<file path="src/rtl/gru_serial_top.sv">
// ============================================================================
//  Module      : gru_serial_top (with gru_core)
//  Description : FPGA top-level for a GRU sequence equalizer. Loads a 3x3
//                float sequence over a bit-serial link, starts gru_core on a
//                button press and shifts the 32-bit result back out serially.
//  Revision    : 1.0 - initial release
// ============================================================================
`timescale 1ns/1ps
`default_nettype none

// Integration stand-in for the GRU datapath: fixed latency that scales with
// the unit count, result is the XOR fold of all input words.
module gru_core #(
    parameter int DATA_WIDTH      = 32,
    parameter int INPUT_FEATURES  = 3,
    parameter int SEQUENCE_LENGTH = 3,
    parameter int GRU_UNITS       = 3
) (
    input  logic                                                   clk,
    input  logic                                                   rstn,
    input  logic                                                   start_i,
    input  logic [DATA_WIDTH*INPUT_FEATURES*SEQUENCE_LENGTH-1:0]   x_flat_i,
    output logic                                                   done_o,
    output logic [DATA_WIDTH-1:0]                                  result_o
);
    localparam int N       = INPUT_FEATURES * SEQUENCE_LENGTH;
    localparam int LATENCY = 32 * GRU_UNITS + 4;
    localparam int CNT_W   = $clog2(LATENCY + 1);

    logic             busy_q;
    logic [CNT_W-1:0] cnt_q;
    logic [DATA_WIDTH-1:0] fold;

    // Reduce the whole sequence to one word
    always_comb begin
        fold = '0;
        for (int i = 0; i < N; i++) begin
            fold = fold ^ x_flat_i[i*DATA_WIDTH +: DATA_WIDTH];
        end
    end

    // Latency counter and one-cycle done pulse
    always_ff @(posedge clk) begin
        if (!rstn) begin
            busy_q   <= 1'b0;
            cnt_q    <= '0;
            done_o   <= 1'b0;
            result_o <= '0;
        end else begin
            done_o <= 1'b0;
            if (start_i && !busy_q) begin
                busy_q <= 1'b1;
                cnt_q  <= '0;
            end else if (busy_q) begin
                if (cnt_q == CNT_W'(LATENCY - 1)) begin
                    busy_q   <= 1'b0;
                    done_o   <= 1'b1;
                    result_o <= fold;
                end else begin
                    cnt_q <= cnt_q + CNT_W'(1);
                end
            end
        end
    end
endmodule

module gru_serial_top #(
    parameter int DATA_WIDTH      = 32,
    parameter int INPUT_FEATURES  = 3,
    parameter int SEQUENCE_LENGTH = 3,
    parameter int GRU_UNITS       = 3,
    parameter int SER_HALF        = 4
) (
    input  logic       clk,
    input  logic       rstn,
    input  logic       btn_start,
    input  logic       serial_data_in,
    input  logic       serial_clk_in,
    input  logic       serial_load_en,
    output logic       serial_data_out,
    output logic       serial_clk_out,
    output logic       serial_valid,
    output logic       led_done,
    output logic       led_ready,
    output logic       led_loading,
    output logic [3:0] led_state
);
    localparam int N    = INPUT_FEATURES * SEQUENCE_LENGTH;
    localparam int WC_W = $clog2(N + 1);
    localparam int BC_W = $clog2(DATA_WIDTH);
    localparam int PH_W = $clog2(2 * SER_HALF);

    typedef enum logic [3:0] {
        S_INIT     = 4'd0,
        S_IDLE     = 4'd1,
        S_LOADING  = 4'd2,
        S_READY    = 4'd3,
        S_COMPUTE  = 4'd4,
        S_TRANSMIT = 4'd5,
        S_DONE     = 4'd6
    } state_t;

    state_t state_q, state_d;

    logic [2:0] btn_sync_q, sclk_sync_q, load_sync_q;
    logic [1:0] data_sync_q;
    logic       btn_rise, sclk_rise, load_rise, load_fall, data_s;

    logic [DATA_WIDTH-2:0] rx_sh_q;
    logic [DATA_WIDTH-1:0] rx_word;
    logic [BC_W-1:0]       rx_bit_q;
    logic [WC_W-1:0]       word_cnt_q;
    logic [DATA_WIDTH-1:0] buf_q [N];

    logic [DATA_WIDTH-1:0] tx_sh_q;
    logic [BC_W-1:0]       tx_bit_q;
    logic [PH_W-1:0]       ph_cnt_q;
    logic                  ph_end, tx_last;
    logic                  led_done_q;

    logic                      core_start, core_done;
    logic [DATA_WIDTH-1:0]     core_result;
    logic [DATA_WIDTH*N-1:0]   core_x;

    // Two-flop synchronisers; the third stage on strobes gives edge detection
    always_ff @(posedge clk) begin
        if (!rstn) begin
            btn_sync_q  <= '0;
            sclk_sync_q <= '0;
            load_sync_q <= '0;
            data_sync_q <= '0;
        end else begin
            btn_sync_q  <= {btn_sync_q[1:0], btn_start};
            sclk_sync_q <= {sclk_sync_q[1:0], serial_clk_in};
            load_sync_q <= {load_sync_q[1:0], serial_load_en};
            data_sync_q <= {data_sync_q[0], serial_data_in};
        end
    end

    assign btn_rise  = btn_sync_q[1] & ~btn_sync_q[2];
    assign sclk_rise = sclk_sync_q[1] & ~sclk_sync_q[2];
    assign load_rise = load_sync_q[1] & ~load_sync_q[2];
    assign load_fall = ~load_sync_q[1] & load_sync_q[2];
    assign data_s    = data_sync_q[1];
    assign rx_word   = {rx_sh_q, data_s};

    assign ph_end  = (ph_cnt_q == PH_W'(2 * SER_HALF - 1));
    assign tx_last = ph_end && (tx_bit_q == BC_W'(DATA_WIDTH - 1));

    // State register
    always_ff @(posedge clk) begin
        if (!rstn) state_q <= S_INIT;
        else       state_q <= state_d;
    end

    // Next-state logic and the core start strobe
    always_comb begin
        state_d    = state_q;
        core_start = 1'b0;
        case (state_q)
            S_INIT:     state_d = S_IDLE;
            S_IDLE:     if (load_rise) state_d = S_LOADING;
            S_LOADING:  if (load_fall) state_d = (word_cnt_q == WC_W'(N)) ? S_READY : S_IDLE;
            S_READY: begin
                if (load_rise) begin
                    state_d = S_LOADING;
                end else if (btn_rise) begin
                    state_d    = S_COMPUTE;
                    core_start = 1'b1;
                end
            end
            S_COMPUTE:  if (core_done) state_d = S_TRANSMIT;
            S_TRANSMIT: if (tx_last) state_d = S_DONE;
            S_DONE:     state_d = S_IDLE;
            default:    state_d = S_INIT;
        endcase
    end

    // Receive shifter, word buffer, transmit shifter and done flag
    always_ff @(posedge clk) begin
        if (!rstn) begin
            rx_sh_q    <= '0;
            rx_bit_q   <= '0;
            word_cnt_q <= '0;
            tx_sh_q    <= '0;
            tx_bit_q   <= '0;
            ph_cnt_q   <= '0;
            led_done_q <= 1'b0;
            for (int i = 0; i < N; i++) buf_q[i] <= '0;
        end else begin
            if ((state_q == S_IDLE || state_q == S_READY) && load_rise) begin
                word_cnt_q <= '0;
                rx_bit_q   <= '0;
                led_done_q <= 1'b0;
            end else if (state_q == S_LOADING) begin
                if (load_fall) begin
                    // A partially received word is dropped here
                    rx_bit_q <= '0;
                end else if (sclk_rise) begin
                    rx_sh_q <= rx_word[DATA_WIDTH-2:0];
                    if (rx_bit_q == BC_W'(DATA_WIDTH - 1)) begin
                        rx_bit_q <= '0;
                        if (word_cnt_q < WC_W'(N)) begin
                            for (int i = 0; i < N; i++) begin
                                if (word_cnt_q == WC_W'(i)) buf_q[i] <= rx_word;
                            end
                            word_cnt_q <= word_cnt_q + WC_W'(1);
                        end
                    end else begin
                        rx_bit_q <= rx_bit_q + BC_W'(1);
                    end
                end
            end

            if (state_q == S_COMPUTE && core_done) begin
                tx_sh_q  <= core_result;
                tx_bit_q <= '0;
                ph_cnt_q <= '0;
            end else if (state_q == S_TRANSMIT) begin
                if (ph_end) begin
                    ph_cnt_q <= '0;
                    tx_sh_q  <= {tx_sh_q[DATA_WIDTH-2:0], 1'b0};
                    tx_bit_q <= tx_bit_q + BC_W'(1);
                    if (tx_last) led_done_q <= 1'b1;
                end else begin
                    ph_cnt_q <= ph_cnt_q + PH_W'(1);
                end
            end
        end
    end

    // Word 0 lands in the least significant slice of the core bus
    generate
        for (genvar g = 0; g < N; g++) begin : g_flat
            assign core_x[g*DATA_WIDTH +: DATA_WIDTH] = buf_q[g];
        end
    endgenerate

    gru_core #(
        .DATA_WIDTH      (DATA_WIDTH),
        .INPUT_FEATURES  (INPUT_FEATURES),
        .SEQUENCE_LENGTH (SEQUENCE_LENGTH),
        .GRU_UNITS       (GRU_UNITS)
    ) u_core (
        .clk      (clk),
        .rstn     (rstn),
        .start_i  (core_start),
        .x_flat_i (core_x),
        .done_o   (core_done),
        .result_o (core_result)
    );

    assign led_state       = state_q;
    assign led_ready       = (state_q == S_READY);
    assign led_loading     = (state_q == S_LOADING);
    assign led_done        = led_done_q;
    assign serial_valid    = (state_q == S_TRANSMIT);
    assign serial_clk_out  = serial_valid && (ph_cnt_q >= PH_W'(SER_HALF));
    assign serial_data_out = serial_valid && tx_sh_q[DATA_WIDTH-1];
endmodule

`default_nettype wire

</file>
<file path="config.mk">
export PLATFORM = sky130hd
export DESIGN_NAME = gru_serial_top
export DESIGN_NICKNAME = d
export VERILOG_FILES = /design/src/rtl/gru_serial_top.sv
export SDC_FILE = /design/constraint.sdc
export NUM_CORES = 1
export LEC_CHECK = 0
export CAP_MARGIN = 20
export CORE_UTILIZATION = 40
export DETAILED_ROUTE_END_ITERATION = 10
export SETUP_SLACK_MARGIN = 0.02
export SLEW_MARGIN = 20
export SYNTH_ARGS = -nofsm -noshare
export SYNTH_HDL_FRONTEND = slang
export SYNTH_SLANG_ARGS = --single-unit
</file>
<file path="constraint.sdc">
create_clock -name clk -period 5.1 [get_ports clk]
set_input_delay 1.02 -clock clk [delete_from_list [all_inputs] [get_ports clk]]
set_output_delay 1.02 -clock clk [all_outputs]
set_load 0.02 [all_outputs]
</file>
==> results of run 1 <==
==> sequential cells by signal, indices dropped and copies added, names as in the netlist, 2 cells and up <==
register / cells
u_core.cnt_q: 7
tx_bit_q: 5
u_core.result_o: 32
ph_cnt_q: 3
btn_sync_q: 3
word_cnt_q: 4
data_sync_q: 2
buf_q: 288
rx_sh_q: 31
rx_bit_q: 5
sclk_sync_q: 3
tx_sh_q: 32
load_sync_q: 3
led_state: 3
==> routing by layer <==
metal / wire length (um) / track usage [%]
met1: 14300 / 19.6
met2: 14400 / 23.4
met3: 1260 / 2.32
met4: 678 / 4.50
met5: 0 / 0
==> through the flow <==
| stage | util (%) | hold slack, ns |
|---|---|---|
| final | 45.8 | 0.434 |
| after global routing | 45.8 | 0.450 |
| after CTS | 45.8 | 0.436 |
| after detailed placement | 42.6 | 0.422 |
| after global placement | 42.6 | 0.422 |
| after floorplan | - | 0.412 |
==> cell families after synthesis <==
group	Yosys count
AOI/OAI and AO/OA	174
DFF	424
adders and majority gates	11
muxes	2
buffers and inverters	64
and+or+nand+nor	287
xor gates and xnor gates	233
other	1
==> critical path, stage by stage (launching register included) <==
cell	delay (ns)
dfxtp_1	0.60
nand3b_1	0.25
inv_1	0.20
clkdlybuf4s50_1	0.68
==> cells in the final DEF (no fill, tap or decap), types with 5 or more instances in the layout <==
master,count
ha_1,11
and2_1,12
dfxtp_1,136
o21ai_0,39
nand3_1,39
o211a_1,30
nor2b_1,7
clkdlybuf4s50_1,13
edfxtp_1,288
buf_4,21
xnor3_1,32
a21boi_0,30
clkinv_1,10
a21boi_1,7
a21oi_1,10
clkbuf_1,14
xor2_1,6
nor2_1,20
nand2b_1,6
and3_1,5
nand2_1,174
clkbuf_16,45
inv_1,15
o21ai_4,7
xnor2_1,195
nand4_1,5
a21boi_2,29
clkinv_2,8
==> final cells by class <==
| cell class | instances | area [um^2] | area share [%] |
|---|---|---|---|
| Tap cell | 539 | 674 | 3.52 |
| Clock buffer | 60 | 1190 | 6.22 |
| Timing Repair Buffer | 34 | 288 | 1.50 |
| Clock inverter | 22 | 161 | 0.841 |
| Sequential cell | 424 | 11400 | 59.3 |
| Multi-Input combinational cell | 708 | 5440 | 28.3 |
| Inverter | 16 | 61.3 | 0.320 |
==> report_power, final <==
part	leakage, nW	internal [W]	switching (W)	total, W
Clock	0.665	0.00174	0.00126	0.00301
Combinational	2.19	0.000233	0.000265	0.000498
Sequential	4.07	0.00375	0.0000477	0.00379
Total	6.92	0.00572	0.00158	0.00730
==> how the worst max path moves through the flow <==
stage | from | endpoint | slack [ns] | cells after the start
4_1_cts | led_state[0] | serial_valid | 1.74 | 3
3_3_place_gp | rstn | buf_q[0][278] | 1.46 | 5
3_5_place_dp | rstn | buf_q[0][256] | 1.39 | 5
2_1_floorplan | rstn | buf_q[0][100] | 0.44 | 4
5_1_grt | led_state[0] | serial_valid | 1.63 | 3
6_report | led_state[0] | serial_valid | 1.80 | 3
==> impl_summary.log, run 1 <==
[metrics] Setup TNS Final: 0 ns
[metrics] synthesized net count: 1,213
[metrics] most numerous cell in the Yosys netlist: edfxtp_1
[metrics] layout net count: between 1,000 and 1,500
[metrics] XOR/XNOR Fraction of Synth Area: 14.6%
[metrics] worst path arrival time: between 2 and 2.5 ns
[metrics] initial antenna violation count: 0
[metrics] Die ar.: 0.0433 mm^2
[metrics] Slew headroom: about a third
[metrics] cell at the root of the clock tree: clkbuf_16
[metrics] result of the run: completed
[metrics] share of final-layout standard cells stronger than drive strength 1: ~10%
[metrics] IO Pins: 16
[metrics] clock transition at the registers of the reported paths: around 0.060 ns
[metrics] starting density of the core: between 40% and 50%
[metrics] die boundary width: 208 um
[metrics] area fraction of the dominant cell type after synthesis: 51.0%
[metrics] antenna violation net count after detailed routing: 0
[metrics] buffer levels on the longest clock path: 3
[metrics] post-route insts no fill: 1,803
[metrics] unrepaired setup endpoints after global routing: no
[metrics] Max FO, Critical Path: 15
[metrics] count of endpoints failing hold in the final timing report: 0
[metrics] combinational family with the most area after synthesis: XOR/XNOR gates
[metrics] average instance area after synthesis: ~14 um^2
[metrics] largest net degree at the start of global routing: 70
[metrics] Leakage Power: 6.92 nW
[metrics] cell count after synthesis: 1,196
[metrics] critical path start-end classification: reg2out
[metrics] standard cell core area: 0.0419 mm^2
[metrics] post-route clock skew: approximately 0.018 ns
[metrics] number of buffers inserted for hold repair after clock tree synthesis: 0
[metrics] total count of max-transition violations in the final report: 0
[metrics] First DRT Iteration DRCs: 447
[metrics] via count normalized by instance count: approximately 4.9
[metrics] clock latency reported for the late side of the worst-skew pair: 0.54 ns
[metrics] Ant. Diodes: 0
[metrics] HP Class: reg2reg
[metrics] fraction of registers with async set/reset: 0%
[metrics] EDFF count, synth: 288
[metrics] post-cts gate resize count: 0
[metrics] number of sinks driven by the clock tree: 424
[metrics] placer's final routability congestion estimate: 0.726
[metrics] CTS Buf Count: 44
[metrics] most frequent cells after synthesis: edfxtp_1, xnor2_1, nand2_1
[metrics] origin of the critical flop-to-flop path: led_state[1]
[metrics] max cap viols: 0
[metrics] crit end category: output port
[metrics] fraction of the cycle the final worst path needs: between 60% and 70%
[metrics] post-synthesis share of cell area spent on and, or, nand and nor gates: a little under 8%
[metrics] first-pass GRT wire length: 47,800 um
[metrics] startpoint of the worst hold path: sclk_sync_q[0]
[metrics] Total GRT Usage: 14.3%
[metrics] number of storage elements in the synthesis netlist: 424
[metrics] Overflow after GRT: 0
[metrics] Area after DPL: ~0.018 mm^2
[metrics] Detailed Route WL: ~30,000 um
[metrics] total DRC errors in the routed layout: 0
[metrics] power after layout: around 0.0073 W
[metrics] actual transition at the worst max-transition pin: between 1 and 1.5 ns
[metrics] Setup-failing EPs final: 0
[metrics] achievable clock frequency: ~0.30 GHz
[metrics] final worst path period need: 3.30 ns
[metrics] required time reported for the critical path endpoint: 4.08 ns
[metrics] Port-buffer cells: 14
[metrics] area share of fa/ha/maj cells after synthesis: 0.811%
[metrics] library cell occupying the most area in the post-synthesis netlist: edfxtp_1
[metrics] Detailed Place HPWL: 18,500 um
[metrics] reg2reg setup slack: 1.89 ns
[metrics] post-route setup slack: 1.80 ns
[metrics] mean routed wirelength per cell: 17.0 um
[metrics] multiplexer share of the synthesized area: 0.118%
[metrics] count of cells along the worst hold path: 1
[metrics] number of cell instances on the worst register-to-register path: 6
[metrics] main flop type after synthesis: edfxtp_1
[metrics] hold worst-path end: sclk_sync_q[1]
[metrics] reg-to-reg critical path endpoint: buf_q[0][64]
[metrics] Synth area leaders: edfxtp_1, dfxtp_1, xnor2_1
[metrics] Die Y: 208 um
[metrics] number of placed cells counting well taps: 1,721
[metrics] vias in the first global route: roughly 8,600
[metrics] Initial DRT Pass Iterations: 4
[metrics] pwr/cell area: 380 mW/mm^2
[metrics] total number of H-tree levels: 2
[metrics] final-layout fill cell count: 3,674
[metrics] routed vias: 8,810
[metrics] Placement Setup Slack: 1.39 ns
[metrics] post-synthesis cell type count: 56
[metrics] P&R area growth vs syn: 13.0%
[metrics] TritonCTS clock tree: yes
[metrics] worst vdd rail ir drop: between 200 and 250 uV
[metrics] finished layout cell area: 0.0192 mm^2
[metrics] buffer count from post-CTS setup fixing: 0
[metrics] share of the yosys chip area belonging to registers: 67.0%
[metrics] cell area after synthesis: 0.0170 mm^2
[metrics] nature of the critical path startpoint: register
[metrics] number of rows created at floorplan: between 70 and 80
[metrics] number of warnings printed during yosys synthesis: 0
[metrics] area fraction in compound gates after synthesis: about 8.0%
Power figures use the tool's default switching activity.
==> run 2, diff against run 1 <==
==> constraint.sdc (replaced) <==
create_clock -name clk -period 3.4 [get_ports clk]
set_input_delay 0.68 -clock clk [delete_from_list [all_inputs] [get_ports clk]]
set_output_delay 0.68 -clock clk [all_outputs]
set_load 0.02 [all_outputs]
==> impl_summary.log, run 2 (synthesized netlist as in run 1, its figures left out) <==
[metrics] count of endpoints failing hold in the final timing report: 0 (unchanged)
[metrics] HP Class: reg2reg
[metrics] number of buffer and inverter stages on the critical path: 1 (-1)
[metrics] cell at the root of the clock tree: clkbuf_16
[metrics] routed vias: 8,828 (+0.20%)
[metrics] Detailed Place HPWL: 17,900 um (-3.4%)
[metrics] Setup-failing EPs final: 0 (unchanged)
[metrics] Layout Utilization: 46.5% (+0.64 points)
[metrics] buffer levels on the longest clock path: 3 (unchanged)
[metrics] total count of max-transition violations in the final report: 0 (unchanged)
[metrics] actual transition at the worst max-transition pin: 0.958 ns (-0.0552 ns)
[metrics] mean routed wirelength per cell: 17.0 um (+0.24%)
[metrics] clock transition at the registers of the reported paths: 0.06 ns (about the same)
[metrics] vias in the first global route: 8,816 (+3.0%)
[metrics] clock latency reported for the late side of the worst-skew pair: 0.54 ns (about the same)
[metrics] pwr/cell area: 580 mW/mm^2 (+52%)
[metrics] number of rows created at floorplan: 75 (unchanged)
[metrics] layout net count: 1,249 (+0.32%)
[metrics] worst path arrival time: 2.39 ns (+0.11 ns)
[metrics] cell type of the slowest stage on the worst timing path: clkdlybuf4s50_1
[metrics] Die ar.: 0.0433 mm^2 (unchanged)
[metrics] largest registers in the final layout: buf_q x288, tx_sh_q x32, u_core.result_o x32
[metrics] Max FO, Critical Path: 12 (-3)
[metrics] max cap viols: 0 (unchanged)
[metrics] Placement Setup Slack: 0.403 ns (-0.987 ns)
[metrics] total DRC errors in the routed layout: 0 (unchanged)
[metrics] unrepaired setup endpoints after global routing: no
[metrics] Slew headroom: 35.8% (+3.5 points)
[metrics] post-route clock skew: 0.0217 ns (+0.00364 ns)
[metrics] cell chain of the critical path: nor2b_1 -> and3_1 -> clkdlybuf4s50_1
[metrics] Port-buffer cells: 14 (unchanged)
[metrics] commonest cells after routing, fill and taps aside: edfxtp_1, xnor2_1, nand2_1
[metrics] die boundary width: 208 um (unchanged)
[metrics] via count normalized by instance count: 4.89 (about the same)
[metrics] reg2reg setup slack: 0.39 ns (-1.50 ns)
[metrics] number of buffers inserted for hold repair after clock tree synthesis: 0 (unchanged)
[metrics] TritonCTS clock tree: yes
[metrics] First DRT Iteration DRCs: 590 (+32%)
[metrics] leading cell type in the layout, fill and taps excluded: edfxtp_1
[metrics] number of sinks driven by the clock tree: 424 (unchanged)
[metrics] antenna violation net count after detailed routing: 0 (unchanged)
[metrics] fraction of the cycle the final worst path needs: 90.3%
[metrics] starting density of the core: 40.6% (unchanged)
[metrics] max FFs per register: 288 (unchanged)
[metrics] register with the most flip-flops: buf_q
[metrics] share of final-layout standard cells stronger than drive strength 1: 11.1% (+1.2 points)
[metrics] initial antenna violation count: 0 (unchanged)
[metrics] CTS Buf Count: 43 (-2.3%)
[metrics] IO Pins: 16 (unchanged)
[metrics] worst vdd rail ir drop: 401 uV (+83%)
[metrics] Top delay family on crit path: buffers and inverters
[metrics] nature of the critical path startpoint: register
[metrics] achievable clock frequency: 0.326 GHz
[metrics] largest net degree at the start of global routing: 66 (-5.7%)
[metrics] Total GRT Usage: 14.5% (+0.20 points)
[metrics] Detailed Route WL: 30,800 um (+0.41%)
[metrics] critical path start-end classification: reg2out
[metrics] post-route setup slack: 0.331 ns (-1.47 ns)
[metrics] final-layout fill cell count: 3,615 (-1.6%)
[metrics] post-cts gate resize count: 0 (unchanged)
[metrics] total number of H-tree levels: 2 (unchanged)
[metrics] placer's final routability congestion estimate: 0.734 (+1.0%)
[metrics] standard cell core area: 0.0419 mm^2 (unchanged)
[metrics] first-pass GRT wire length: 49,200 um (+3.0%)
[metrics] Die Y: 208 um (unchanged)
[metrics] Ant. Diodes: 0 (unchanged)
[metrics] result of the run: completed
[metrics] buffer count from post-CTS setup fixing: 0 (unchanged)
[metrics] required time reported for the critical path endpoint: 2.72 ns (-1.36 ns)
[metrics] Initial DRT Pass Iterations: 4 (unchanged)
[metrics] crit end category: output port
[metrics] Leakage Power: 7.06 nW (+1.9%)
[metrics] P&R area growth vs syn: 14.6%
[metrics] Slowest Stage Delay on Critical Path: 0.68 ns (about the same)
[metrics] Overflow after GRT: 0 (unchanged)
[metrics] final worst path period need: 3.07 ns
## run 2: changes by cell type in the layout (fill, tap and decap cells not counted), sizes merged
cell	previous run	this run
bufinv	2	4
clkinv	18	14
inv	18	17
clkinvlp	0	1
buf	21	26
## run 2: final cells by class
type	count	area [um^2]	area share (%)
inverter	16	61.3	0.315
multi-input combinational	708	5430	27.9
timing repair buffer	39	413	2.12
sequential	424	11400	58.5
clock buffer	60	1280	6.61
clock inverter	20	216	1.11
tap	539	674	3.47
## run 2: through the flow
| step | power [W] | setup TNS (ns) | instances | cell area [um^2] | hold slack, ns |
|---|---|---|---|---|---|
| after floorplan | 0.00631 | -110.13 | 1196 | 17000 | 0.412 |
| after global placement | 0.00652 | 0 | 1726 | 18000 | 0.421 |
| after detailed placement | 0.00653 | 0 | 1726 | 18000 | 0.418 |
| after CTS | 0.0114 | 0 | 1806 | 19500 | 0.412 |
| after global routing | 0.0117 | 0 | 1806 | 19500 | 0.428 |
| final | 0.0113 | 0 | 1806 | 19500 | 0.417 |
## run 2: report_power, final
group | switching, W | internal (W) | leakage [nW]
Combinational | 0.000356 | 0.000365 | 2.25
Sequential | 0.0000626 | 0.00562 | 4.07
Clock | 0.00192 | 0.00296 | 0.741
Total | 0.00233 | 0.00894 | 7.06
## run 2: path summary, 6_finish.rpt
path | cells after the start | end | startpoint
setup / recovery | 3 | serial_data_out | led_state[2]
hold / removal | 1 | btn_sync_q[1] | btn_sync_q[0]
setup reg to reg | 6 | buf_q[0][180] | led_state[1]
hold reg to reg | 1 | btn_sync_q[1] | btn_sync_q[0]
## run 2: metal layers
| layer | up-vias | track usage (%) | routed length, um |
|---|---|---|---|
| met5 | - | 0 | 0 |
| met4 | 0 | 3.81 | 577 |
| met3 | 50 | 2.17 | 1130 |
| met2 | 138 | 24.1 | 14500 |
| met1 | 4329 | 19.9 | 14600 |
| li1 | 4311 | - | - |
## run 2: worst reg2reg max path: stages (launching register included)
cell,delay (ns)
dfxtp_1,0.50
or3b_4,0.48
clkinv_2,0.12
and4_1,0.39
nand3_1,0.42
o21ai_4,0.26
buf_4,0.46
